--- src/rtl/timing_pkg.sv ---
`default_nettype none
// ============================================================================
//  Module      : timing_pkg
//  Description : Shared beat and sequencer-state encodings for the machine
//                cycle timing logic.
//  Revision    : 1.0  initial release
// ============================================================================
package timing_pkg;

    // Beat encoding: bit 0 distinguishes action beats from scan beats
    typedef enum logic [1:0] {
        BEAT_S1 = 2'd0,
        BEAT_A1 = 2'd1,
        BEAT_S2 = 2'd2,
        BEAT_A2 = 2'd3
    } beat_t;

    // Sequencer run-control states
    typedef enum logic [1:0] {
        ST_STOPPED = 2'd0,
        ST_RUN     = 2'd1,
        ST_SINGLE  = 2'd2,
        ST_FINISH  = 2'd3
    } seq_state_t;

    localparam int DEF_SYNC_STAGES = 2;
    localparam int DEF_CNT_W       = 16;

    // Action beats are A1 and A2, i.e. the odd encodings
    function automatic logic beat_is_action(input beat_t b);
        return b[0];
    endfunction

endpackage
`default_nettype wire

--- src/rtl/switch_sync_edge.sv ---
`default_nettype none
// ============================================================================
//  Module      : switch_sync_edge
//  Description : Multi-flop synchroniser for an asynchronous operator switch
//                with a registered rising-edge detector on the synced level.
//  Revision    : 1.0  initial release
// ============================================================================
module switch_sync_edge
    import timing_pkg::*;
#(
    parameter int   STAGES    = DEF_SYNC_STAGES,
    // Value loaded into the chain during reset. Loading 1 makes a switch
    // that is already held when reset releases look "already pressed", so
    // no rising edge is reported for it.
    parameter logic RESET_VAL = 1'b0
) (
    input  logic clk,
    input  logic rst,
    input  logic async_in,
    output logic level,
    output logic rise
);

    logic [STAGES-1:0] sync_q;
    logic              level_d;

    // Shift the raw input through the synchroniser and remember the last level
    always_ff @(posedge clk) begin
        if (rst) begin
            sync_q  <= {STAGES{RESET_VAL}};
            level_d <= RESET_VAL;
        end else begin
            sync_q  <= (sync_q << 1) | STAGES'(async_in);
            level_d <= sync_q[STAGES-1];
        end
    end

    assign level = sync_q[STAGES-1];
    assign rise  = sync_q[STAGES-1] & ~level_d;

endmodule
`default_nettype wire

--- src/rtl/beat_sequencer.sv ---
`default_nettype none
// ============================================================================
//  Module      : beat_sequencer
//  Description : Steps the machine cycle through S1, A1, S2, A2 on prepulse
//                beat markers under RUN/STOP and single-shot control, and
//                emits registered per-beat entry strobes.
//  Revision    : 1.0  initial release
// ============================================================================
module beat_sequencer
    import timing_pkg::*;
#(
    parameter int SYNC_STAGES = DEF_SYNC_STAGES,
    parameter int CNT_W       = DEF_CNT_W
) (
    input  logic             clk,
    input  logic             rst,
    input  logic             prepulse,
    input  logic             run_sw,
    input  logic             ksc_btn,
    input  logic             stop_instr,
    output logic [1:0]       beat,
    output logic             scan,
    output logic             action,
    output logic             ci_inc,
    output logic             instr_fetch,
    output logic             decode,
    output logic             execute,
    output logic             action_trigger,
    output logic             stopped,
    output logic [CNT_W-1:0] instr_count
);

    logic run_sw_s;
    logic run_rise_unused;
    logic ksc_level_unused;
    logic ksc_rise;

    // RUN switch: only the synchronised level matters
    switch_sync_edge #(
        .STAGES    (SYNC_STAGES),
        .RESET_VAL (1'b0)
    ) u_run_sync (
        .clk      (clk),
        .rst      (rst),
        .async_in (run_sw),
        .level    (run_sw_s),
        .rise     (run_rise_unused)
    );

    // KSC button: reset to "pressed" so a button held through reset never
    // produces a single shot when reset releases
    switch_sync_edge #(
        .STAGES    (SYNC_STAGES),
        .RESET_VAL (1'b1)
    ) u_ksc_sync (
        .clk      (clk),
        .rst      (rst),
        .async_in (ksc_btn),
        .level    (ksc_level_unused),
        .rise     (ksc_rise)
    );

    seq_state_t       state_q, state_d;
    seq_state_t       eff_state;
    beat_t            beat_q, beat_d;
    logic             fresh_q, fresh_d;      // waiting for first prepulse after start
    logic [CNT_W-1:0] count_q, count_d;
    logic [3:0]       strobe_q, strobe_d;    // bit k = entry to beat k

    // Sequencer state and datapath registers
    always_ff @(posedge clk) begin
        if (rst) begin
            state_q  <= ST_STOPPED;
            beat_q   <= BEAT_S1;
            fresh_q  <= 1'b0;
            count_q  <= '0;
            strobe_q <= '0;
        end else begin
            state_q  <= state_d;
            beat_q   <= beat_d;
            fresh_q  <= fresh_d;
            count_q  <= count_d;
            strobe_q <= strobe_d;
        end
    end

    // Next-state: run control, beat advance, cycle end and strobe generation
    always_comb begin
        state_d   = state_q;
        eff_state = state_q;
        beat_d    = beat_q;
        fresh_d   = fresh_q;
        count_d   = count_q;
        strobe_d  = '0;

        unique case (state_q)
            ST_STOPPED: begin
                beat_d  = BEAT_S1;
                fresh_d = 1'b0;
                if (run_sw_s) begin
                    state_d = ST_RUN;
                    fresh_d = 1'b1;
                end else if (ksc_rise) begin
                    state_d = ST_SINGLE;
                    fresh_d = 1'b1;
                end
            end

            default: begin
                // The switch only decides whether the cycle in progress is
                // the last one; it never cuts a cycle short.
                if (state_q == ST_RUN && !run_sw_s) begin
                    eff_state = ST_FINISH;
                end else if (state_q == ST_FINISH && run_sw_s) begin
                    eff_state = ST_RUN;
                end
                state_d = eff_state;

                if (prepulse) begin
                    if (fresh_q) begin
                        // First beat after starting is the entry to S1
                        fresh_d           = 1'b0;
                        beat_d            = BEAT_S1;
                        strobe_d[BEAT_S1] = 1'b1;
                    end else if (beat_q == BEAT_A2) begin
                        count_d = count_q + CNT_W'(1);
                        beat_d  = BEAT_S1;
                        if (stop_instr || eff_state != ST_RUN) begin
                            state_d = ST_STOPPED;
                        end else begin
                            strobe_d[BEAT_S1] = 1'b1;
                        end
                    end else begin
                        beat_d           = beat_t'(beat_q + 2'd1);
                        strobe_d[beat_d] = 1'b1;
                    end
                end
            end
        endcase
    end

    logic running;
    assign running = (state_q != ST_STOPPED);

    assign beat           = beat_q;
    assign stopped        = ~running;
    assign scan           = running & ~beat_is_action(beat_q);
    assign action         = running &  beat_is_action(beat_q);
    assign ci_inc         = strobe_q[BEAT_S1];
    assign instr_fetch    = strobe_q[BEAT_A1];
    assign decode         = strobe_q[BEAT_S2];
    assign execute        = strobe_q[BEAT_A2];
    assign action_trigger = strobe_q[BEAT_A1] | strobe_q[BEAT_A2];
    assign instr_count    = count_q;

endmodule
`default_nettype wire

--- config.mk ---
export PLATFORM = sky130hd
export DESIGN_NAME = beat_sequencer
export DESIGN_NICKNAME = d
export VERILOG_FILES = /design/src/rtl/timing_pkg.sv /design/src/rtl/switch_sync_edge.sv /design/src/rtl/beat_sequencer.sv
export SDC_FILE = /design/constraint.sdc
export NUM_CORES = 1
export LEC_CHECK = 0
export BUFFER_PORTS_ARGS = -buffer_cell sky130_fd_sc_hd__buf_2
export CORE_UTILIZATION = 36
export CTS_CLUSTER_DIAMETER = 100
export DETAILED_ROUTE_END_ITERATION = 6
export SLEW_MARGIN = 20
export SYNTH_ARGS = -nofsm -noshare
export SYNTH_HDL_FRONTEND = slang
export SYNTH_SLANG_ARGS = --single-unit
--- constraint.sdc ---
create_clock -name clk -period 2.7 [get_ports clk]
set_input_delay 0.135 -clock clk [delete_from_list [all_inputs] [get_ports clk]]
set_output_delay 0.135 -clock clk [all_outputs]
set_load 0.01 [all_outputs]
; ---- Word level (Yosys, flattened, before mapping)
; Cells that the tools add are included.
[op_classes]
add_sub_neg = 2
n_lt_le_gt_ge = 2
bitwise_logic = 12
mux = 21
n_eq_ne = 5
reduce_logical = 12
[op_table]
columns = cell, count
row1 = $mux 2, 12
row2 = $add 16x1->16 const B, 1
row3 = $mux 1, 8
row4 = $not 1->1, 6
row5 = $reduce_or 5->1, 1
row6 = $eq 2x2->1 const B, 2
row7 = $or 2x1->2, 2
row8 = $reduce_and 4->1, 1
row9 = $reduce_bool 2->1, 2
row10 = $and 1x1->1, 3
row11 = $logic_and 1x1->1, 3
row12 = $lt 2x3->1 const B, 1
row13 = $ne 3x2->1 const B, 1
row14 = $reduce_or 3->1, 1
row15 = $add 2x1->2 const B, 1
row16 = $demux 1 s2, 1
row17 = $eq 2x1->1 const B, 1
row18 = $ge 2x1->1 const B, 1
row19 = $logic_not 2->1, 1
row20 = $ne 2x1->1 const B, 1
row21 = $reduce_or 2->1, 1
row22 = $logic_not 1->1, 1
row23 = $logic_or 1x1->1, 1
row24 = $or 1x1->1, 1
[word_totals]
inputBits = 6
wordCells = 63
register_bits = 30
out_inout_bits = 26

; ---- Logic depth before layout (Yosys ltp)
[depth]
ltp_word = 12
ltp_mapped = 6
mapped_depth_nobuf = 5

; ---- Cells and area by module
; From an unflattened synthesis, not the netlist that was laid out.
[hier_totals]
hier_cells = 152
area_unflattened_um2 = 1405.1
[modules_own_cells]
columns = module, seq_area_each_um2, cells_per_inst, area_per_inst_um2, instances
row1 = beat_sequencer, 500.5, 138, 1232.4, 1
row2 = switch_sync_edge (u_run_sync), 60.1, 7, 87.6, 1
row3 = switch_sync_edge (u_ksc_sync), 60.1, 7, 85.1, 1

; ---- Worst setup path after synthesis
; Ideal clock, no wire load.
[synth_path]
path_kind = register -> register
from = register beat_q[0], in the netlist beat[0]
to = register count_q[14], in the netlist instr_count[14]
slack_ns = 0.679
period_less_slack_ns = 2.021
n_path_buf = 1
path_stages_with_launch = 7
t_arrival_ns = 1.950
t_required_ns = 2.629
path_cell_list = dfxtp_1 > ha_1 > nand3b_2 > or3_1 > clkbuf_2 > or4_1 > a21oi_1
[synth_via]
elab_chain_len = 2
[synth_lines]
columns = item, line_no
row1 = from (decl), beat_sequencer.sv:65  ; beat_t beat_q, beat_d;
row2 = from (signal assigned), beat_sequencer.sv:80  ; beat_q <= beat_d;
row3 = $eq 2x2->1, beat_sequencer.sv:125  ; end else if (beat_q == BEAT_A2) begin
row4 = $reduce_and 4->1 (no line), n/a
row5 = to (signal assigned), beat_sequencer.sv:82  ; count_q <= count_d;
row6 = to (decl), beat_sequencer.sv:67  ; logic [CNT_W-1:0] count_q, count_d;
; Every way passes these cells.
; A chain may end at the register's enable or synchronous reset.

; ---- Worst setup path in the final report
; Same ends and word-level chain as after synthesis.

==> results.sh <==
export IMPL_layout_area_overhead_vs_synth_pct=19.98
export IMPL_drtIter0Drc=30
export IMPL_clk_pin_slew_worst_paths_ns=0.06
export IMPL_yosys_most_used_dff="dfxtp_1"
export IMPL_die_width_microns=62.73
export IMPL_drc=0
export IMPL_cts_buffers_inserted=5
export IMPL_die_y_microns=62.73
export IMPL_fp_coreArea_sq_um=3442
export IMPL_clock_latency_ns=0.27
export IMPL_crit_chain="ha_1, nand3b_2, or3_1, or4_1, a21oi_1"
export IMPL_via_per_inst=4.853
export IMPL_grt_max_degree=29
export IMPL_cts_sinks=30
export IMPL_grt_pass1_vias=1025
export IMPL_cp_max_fo=15
export IMPL_dr_pass1_iters=4
export IMPL_setup_viol=0
export IMPL_cts_tree="done"
export IMPL_finalWirelength_microns=2495
export IMPL_netlist_top_cells_count="30 x dfxtp_1, 17 x nor2_1, 13 x inv_1, 11 x a21oi_1, 9 x xnor2_1"
export IMPL_ir_drop_uv=284.6
export IMPL_hold_ws_ns=0.04380
export IMPL_cts_htree_levels=2
export IMPL_synth_top_area_frac=0.4524
export IMPL_synth_area_top_cells="dfxtp_1 45%, xnor2_1 5.9%, ha_1 5.7%"
export IMPL_rows=21
export IMPL_fillers=339
export IMPL_layout_drive_gt1_share=0.2432
export IMPL_leakagePower_nw=0.6675
export IMPL_syn_nets=165
export IMPL_synth_seq_cells=30
export IMPL_worst_clock_skew_ns=0.003368
export IMPL_yosys_warnings=0
export IMPL_rsz0062_at_grt="no"
export IMPL_via_count=1121
export IMPL_grt_antenna_before_repair=0
export IMPL_dpl_hpwl_microns=1820
export IMPL_max_freq_mhz=446.6
export IMPL_gp_congestion=0.7318
export IMPL_startpoint_type="flip-flop"
export IMPL_synth_edff_count=0
export IMPL_setup_tns_final_ns=0
export IMPL_hold_violations=0
export IMPL_io_pins=32
export IMPL_worstSetupPathType="flip-flop to flip-flop"
export IMPL_start_util=0.3857
export IMPL_ys_types=31
export IMPL_grt_ovfl_total=0
export IMPL_dieArea_sq_um=3934
export IMPL_synth_cells=153
export IMPL_routedWlPerCell_microns=10.80
export IMPL_place_port_buffers=31
export IMPL_finalNetCount=197
export IMPL_yosysTopAreaCell="dfxtp_1"
export IMPL_cp_data_required_time_ns=2.90
export IMPL_syn_area_sq_um=1328
export IMPL_ctsHoldBuffers=0
export IMPL_syn_area_per_cell_sq_um=8.677
export IMPL_slew_violations=0
export IMPL_root_buffer="clkbuf_8"
export IMPL_ant_nets=0
export IMPL_tightest_slew_ns=0.7342
export IMPL_diodes=0
export IMPL_cts_buffer_depth=2
export IMPL_async_reset_ff_frac=0
export IMPL_status="complete, no violations"
export IMPL_grt_pass1_wl_microns=4236
export IMPL_period_share=0.8294
export IMPL_arrival_ns=2.44
export IMPL_slowest_stage="or4_1"
export IMPL_cts_setup_buffers=0
export IMPL_maxCapViolCount=0
export IMPL_post_cts_resized=0
export IMPL_ys_seq_area_frac=0.4524
export IMPL_track_usage=0.1384
export IMPL_synth_most_common_cell="dfxtp_1"
export IMPL_min_path_type="input pin to flip-flop"
export IMPL_period_needed_ns=2.239
export IMPL_slew_headroom=0.5087
export IMPL_cp_end_kind="flip-flop"
export IMPL_worst_path_largest_cell_delay_ns=0.52
export IMPL_power_density_nw_per_um2=524.8
-- stage by stage --
step / area (sq um) / std cells / power [W] / setup slack (ns) / util
after global placement: 1516 / 224 / 0.0005188 / 0.5510 / 0.4406
after global routing: 1593 / 231 / 0.0008829 / 0.3002 / 0.4627
after floorplan: 1328 / 153 / 0.0005033 / 0.6790 / -
after detailed placement: 1516 / 224 / 0.0005199 / 0.4676 / 0.4406
final: 1593 / 231 / 0.0008359 / 0.4607 / 0.4627
after CTS: 1593 / 231 / 0.0008512 / 0.4624 / 0.4627
-- worst max-delay path, delay by kind of cell (launching register included) --
kind            cells  cell delay [ns]
compound gates      1             0.14
fa+ha+maj           1             0.28
flops               1             0.46
simple gates        3             1.28
-- registers in the layout, indices dropped and copies added (netlist names) --
register / cells
instr_count: 16
strobe_q: 4
beat: 2
state_q: 2
u_ksc_sync.sync_q: 2
u_run_sync.sync_q: 2
fresh_q: 1
u_ksc_sync.level_d: 1
-- area by class of cell --
cell class                 instances  area [sq um]  share of cell area
multi-input combinational        104         654.4              0.4108
sequential                        30         600.6              0.3771
timing repair buffer              31         155.1             0.09741
clock buffer                       7         76.32             0.04792
tap                               46         57.56             0.03614
inverter                          13         48.80             0.03064
-- logic make-up (layout without fill, tap and decap cells) --
logic type,Yosys count,count (layout),synth area share
xor+xnor,9,9,0.05938
simple gates,64,64,0.2564
flops,30,30,0.4524
fa+ha+maj,6,6,0.05655
compound gates,24,24,0.1122
mux,1,1,0.008482
buf+inv,19,51,0.05467
-- cell usage in the layout (no fill, tap or decap), drive strengths merged, types with 2 or more instances in the layout --
cell type and instances:
o21ai 4, a21o 2, nand3 6, nand2 5, nor2b 6, and2 4, nor3 8, inv 13
ha 6, nand4 3, nor2 17, a21oi 11, xnor2 9, dfxtp 30, nor4 7, buf 31
clkbuf 7, or2 4
-- worst paths after layout --
path / start / end / slack [ns] / cells past startpoint
worst min-delay path: ksc_btn / u_ksc_sync.sync_q[0]$_SDFF_PP1_ / 0.04 / 2
worst max register to register: beat[0]$_SDFFE_PP0P_ / instr_count[14]$_SDFFE_PP0P_ / 0.46 / 5
worst min register to register: u_ksc_sync.sync_q[0]$_SDFF_PP1_ / u_ksc_sync.sync_q[1]$_SDFF_PP1_ / 0.42 / 1
worst max-delay path: beat[0]$_SDFFE_PP0P_ / instr_count[14]$_SDFFE_PP0P_ / 0.46 / 5
-- where the power goes --
part / total, W / internal [W] / switching [W]
logic: 0.0000506 / 0.0000209 / 0.0000297
clock network: 0.000326 / 0.000177 / 0.000149
registers: 0.000459 / 0.000452 / 0.00000748
total: 0.000836 / 0.000650 / 0.000186
-- routing by layer --
metal / share of wire / vias up / track usage
met4: 0.017 / 0 / 0.07267
met3: 0.055 / 4 / 0.05839
met5: 0 / - / 0
li1: - / 581 / -
met2: 0.45 / 29 / 0.2174
met1: 0.48 / 507 / 0.1590
Power figures use the tool's default switching activity.
